<file path="config.mk">
export PLATFORM = sky130hd
export DESIGN_NAME = rr_pixel_search
export DESIGN_NICKNAME = d
export VERILOG_FILES = /design/src/rtl/rr_pixel_search.sv
export SDC_FILE = /design/constraint.sdc
export NUM_CORES = 1
export LEC_CHECK = 0
export BUFFER_PORTS_ARGS = -buffer_cell sky130_fd_sc_hd__buf_4
export CORE_AREA = 2 2 130 132
export DETAILED_ROUTE_END_ITERATION = 12
export DIE_AREA = 0 0 132 134
export PLACE_DENSITY = 0.67
export SETUP_SLACK_MARGIN = 0.2
export SYNTH_ARGS = -nofsm -noshare
export SYNTH_HDL_FRONTEND = slang
export SYNTH_SLANG_ARGS = --single-unit
</file>
<file path="constraint.sdc">
create_clock -name clk -period 3.4 [get_ports clk]
set_input_delay 0.17 -clock clk [delete_from_list [all_inputs] [get_ports clk]]
set_output_delay 0.17 -clock clk [all_outputs]
set_load 0.005 [all_outputs]
</file>
<file path="src/rtl/rr_pixel_search.sv">
// Round-robin search over NB core done flags; hands the chosen pixel to the frame-buffer writer.
// Optional RR_SEARCH_STATS_EN adds grant_count/stall_count statistics outputs.
module rr_pixel_search #(
  parameter int NB = 4,
  parameter int AW = 32,
  parameter int DW = 32,
  parameter int IW = $clog2(NB)
) (
  input  logic             clk,
  input  logic             rst,
  input  logic             search_en,
  input  logic [NB*AW-1:0] cataddresses,
  input  logic [NB*DW-1:0] catpixels,
  input  logic [NB-1:0]    done,
  input  logic             wr_ready,
  output logic             found,
  output logic [AW-1:0]    sel_address,
  output logic [DW-1:0]    sel_data,
  output logic [IW-1:0]    sel_idx,
  output logic [NB-1:0]    mask
`ifdef RR_SEARCH_STATS_EN
  ,
  output logic [15:0]      grant_count,
  output logic [15:0]      stall_count
`endif
);

  typedef enum logic [1:0] {SCAN = 2'd0, HOLD = 2'd1, ACK = 2'd2} state_e;

  state_e        state_q;
  logic [IW-1:0] ptr_q;
  logic [IW-1:0] sel_idx_q;
  logic          found_q;
  logic [AW-1:0] sel_address_q;
  logic [DW-1:0] sel_data_q;
  logic [NB-1:0] mask_q;

  logic [NB-1:0] rot_d;
  logic          hit_d;
  logic [IW-1:0] offset_d;
  logic [IW:0]   sum_d;
  logic [IW-1:0] grant_d;
  logic [AW-1:0] grant_addr_d;
  logic [DW-1:0] grant_data_d;

  // Rotate done so ptr sits at bit 0; the lowest set bit is the first core at or after ptr.
  always_comb begin
    rot_d    = NB'({done, done} >> ptr_q);
    hit_d    = 1'b0;
    offset_d = '0;
    for (int k = NB - 1; k >= 0; k--) begin
      if (rot_d[k]) begin
        hit_d    = 1'b1;
        offset_d = IW'(k);
      end
    end
    sum_d = {1'b0, ptr_q} + {1'b0, offset_d};
    if (sum_d >= (IW+1)'(NB)) begin
      sum_d = sum_d - (IW+1)'(NB);
    end
    grant_d = sum_d[IW-1:0];
  end

  always_comb begin
    grant_addr_d = '0;
    grant_data_d = '0;
    for (int k = 0; k < NB; k++) begin
      if (grant_d == IW'(k)) begin
        grant_addr_d = cataddresses[k*AW +: AW];
        grant_data_d = catpixels[k*DW +: DW];
      end
    end
  end

  always_ff @(posedge clk) begin
    if (rst) begin
      state_q       <= SCAN;
      ptr_q         <= '0;
      sel_idx_q     <= '0;
      found_q       <= 1'b0;
      sel_address_q <= '0;
      sel_data_q    <= '0;
      mask_q        <= '0;
    end else begin
      case (state_q)
        SCAN: begin
          mask_q  <= '0;
          found_q <= 1'b0;
          if (search_en && hit_d) begin
            sel_idx_q     <= grant_d;
            sel_address_q <= grant_addr_d;
            sel_data_q    <= grant_data_d;
            found_q       <= 1'b1;
            state_q       <= HOLD;
          end
        end
        HOLD: begin
          // search_en deliberately ignored: an accepted grant always completes.
          if (wr_ready) begin
            found_q <= 1'b0;
            mask_q  <= NB'(1) << sel_idx_q;
            ptr_q   <= (sel_idx_q == IW'(NB - 1)) ? '0 : sel_idx_q + 1'b1;
            state_q <= ACK;
          end
        end
        ACK: begin
          mask_q  <= '0;
          state_q <= SCAN;
        end
        default: begin
          mask_q  <= '0;
          found_q <= 1'b0;
          state_q <= SCAN;
        end
      endcase
    end
  end

  assign found       = found_q;
  assign sel_address = sel_address_q;
  assign sel_data    = sel_data_q;
  assign sel_idx     = sel_idx_q;
  assign mask        = mask_q;

`ifdef RR_SEARCH_STATS_EN
  logic [15:0] grant_count_q;
  logic [15:0] stall_count_q;

  // Grant count wraps; stall count saturates.
  always_ff @(posedge clk) begin
    if (rst) begin
      grant_count_q <= '0;
      stall_count_q <= '0;
    end else if (state_q == HOLD) begin
      if (wr_ready) begin
        grant_count_q <= grant_count_q + 16'd1;
      end else if (stall_count_q != 16'hFFFF) begin
        stall_count_q <= stall_count_q + 16'd1;
      end
    end
  end

  assign grant_count = grant_count_q;
  assign stall_count = stall_count_q;
`endif

endmodule

</file>
==> impl_metrics.ini <==
[yosys]
synth_cells = 432
synth_cell_type_count = 32
synth.area.top_cells = dfxtp_1 (33%), mux4_2 (23%), a22o_1 (9.1%)
synth-seq-cells = 75
synth_top_family_by_area = multiplexers
synth_xor_area_frac = 0.0116
syn_area_per_cell_um2 = 10.5
synthAdderAreaFrac = 0.0138
synthSimpleGateAreaFrac = 0.0710
ys_seq_area_frac = 0.332
synth_compound_area_frac = 0.205
syn-cell-area_um2 = 4530
yosysTopAreaCell = dfxtp_1
synth_mux_area_frac = 0.282
synth_warnings = 0
netlist.area_leader.share = 0.332
synth_nets = 701

[placed_design]
pre_cts_ws_ps = 310
io_buffers = 334
dp_cells = 953
place_hpwl_um = 12700
dpl_cell_area_um2 = 7230
finalWeightedCongestion = 0.809

[routing]
dr.first_iter.drc_count = 196
wirelength_um = 16900
drcViolationCount = 0
antenna_left = 0
avgViaCountPerCell = 4.95
wire_per_inst_um = 17.5
via_count = 4798
firstDrtPassIters = 4

[floorplan]
die_area_um2 = 17700
ioPinCount = 335
initial_utilization = 0.278
die_y_um = 134
rows = 47
die_x_um = 132
design.core.area_um2 = 16300

[final_layout]
design_area_um2 = 7530
antennaDiodeCount = 0
layout-drive-gt1-share = 0.555
synthToLayoutAreaGrowth_pct = 66.3
final_cells = 969
nFillCells = 1564
nNetsFinal = 1013
final_util = 0.462

[clocking]
insertion_delay_ps = 340
cts.clk_slew.worst_paths_ps = 60
cts_buffer_depth = 2
htreeDepth = 3
cts_tree = built
numCtsBuffers = 9
cts.sinks = 75
root_buffer = clkbuf_16

[grt]
gr-total-overflow = 0
grt_pass1_vias = 4849
grt_use_total = 0.189
grt_pass1_wl_um = 26300
grt_antenna_before_repair = 0
grt_max_degree = 55

[timing]
setup_tns_ps = 0
finalCritPeriodShare = 0.865
finalCriticalPeriod_ps = 2940
hold_ws_ps = 116
skew_ps = 8.17
max_freq_mhz = 340
slew-limit-headroom = 0.313
setup_viol = 0
grt_setup_unrepaired = no
worst_slack_ps = 460
report.final.hold_viol_count = 0
tightest_slew_ps = 1030
maxSlewViolCount = 0

[power]
vdd_ir_drop_max_mv = 0.211
p_per_area_nw_per_um2 = 410
power.leakage_nw = 3.50
total_power_mw = 3.09

[critical_path]
critical_path_class = reg2reg
worstSetupEndpoint = sel_data[13]
reg2reg_from = ptr_q[0]
critPathLaunch = ptr_q[0]
critPathRequiredTime_ps = 3630
arrival_ps = 3170
r2r_end = sel_data[13]
worstSetupStartpointType = flop
reg2reg_slack_ps = 460
cp_max_fo = 27
crit_path_end_kind = flop
rr_worst_depth = 9

[status]
status = complete, no violations

[worst_hold_path]
hp-class = in2reg

[job]
drv_cap = 0
-- worst max-delay path, stage by stage, from the launching register on --
cell and delay (ps):
dfxtp_1 590, nor3_1 110, a311oi_1 250, o21ai_0 180
ha_4 200, xnor2_2 290, xor2_4 200, buf_4 390
mux4_2 360, a22o_1 230
-- worst min path at each step --
stage                       to  depth (start not counted)              from
4_1_cts        sel_address[17]                          3  cataddresses[49]
2_1_floorplan  sel_address[17]                          2               rst
6_report           sel_data[2]                          3     catpixels[98]
3_5_place_dp      sel_data[13]                          1      sel_data[13]
3_3_place_gp      sel_data[18]                          1      sel_data[18]
5_1_grt            sel_data[2]                          3     catpixels[98]
-- layer usage --
metal  up-vias  track usage  wire length, um
met2       219        0.321             8490
met3        29       0.0608             1430
li1       2263            -                -
met1      2287        0.223             6570
met4         0       0.0694              428
met5         -            0                0
-- logic make-up (layout without fill, tap and decap cells) --
| kind of cell | Yosys count | in the layout |
|---|---|---|
| adder cells (fa/ha/maj) | 5 | 5 |
| buffers and inverters | 83 | 400 |
| AO/OA/AOI/OAI | 129 | 129 |
| XOR/XNOR | 3 | 3 |
| AND/OR/NAND/NOR | 68 | 68 |
| multiplexers | 69 | 69 |
| flip-flops | 75 | 75 |
-- synthesized netlist by cell type (all sizes together) --
cell     n
a211oi   1
a21o     1
a21oi    6
a22o    47
a311oi   1
a31oi   17
a32oi    1
buf     15
clkbuf  29
dfxtp   75
ha       5
inv     39
mux2i   22
mux4    47
nand2    3
nand2b   3
nand3   36
nor2    19
nor2b    3
nor3     3
nor4     1
o21ai   35
o21bai  17
o311a    1
o32ai    2
xnor2    2
xor2     1
-- where the power goes --
group | switching [mW] | leakage, nW | internal [mW] | total, mW
combinational | 0.450 | 2.74 | 0.661 | 1.11
sequential | 0.0564 | 0.617 | 0.973 | 1.03
clock | 0.435 | 0.141 | 0.514 | 0.949
total | 0.941 | 3.50 | 2.15 | 3.09
-- layout by cell type, fill, tap and decap left out, types with 2 or more instances in the layout --
cell and instances:
buf_4 342, dfxtp_1 75, mux4_2 47, a22o_1 47, inv_1 39, nand3_1 36
o21ai_0 35, mux2i_1 22, nor2_1 18, o21bai_1 17, a31oi_1 17, clkbuf_16 9
a21oi_1 5, ha_1 4, nor3_1 3, nand2_1 3, nand2b_1 3, inv_6 3
buf_12 3, o32ai_1 2, xnor2_2 2, nor2b_1 2, inv_8 2
-- state kept, by name, summed over array words and instances, names as in the netlist --
name         count
found            1
ptr_q            2
sel_address     32
mask             4
sel_data        32
sel_idx          2
state_q          2
-- timing repair --
action / 4_1_cts / 5_1_grt
hold buffers: 0 / 0
gates resized for setup: 0 / 1
setup buffers: 0 / 0
endpoints found under the setup margin: 0 / 27
-- area by class of cell --
type / instances / area (um^2) / share of cell area
clock buffer: 9 / 225 / 0.0299
clock inverter: 7 / 65.1 / 0.00864
inverter: 39 / 146 / 0.0194
multi-input combinational: 274 / 2690 / 0.357
sequential: 75 / 1500 / 0.199
tap: 220 / 275 / 0.0365
timing repair buffer: 345 / 2630 / 0.349
(Power assumes the default switching activity.)
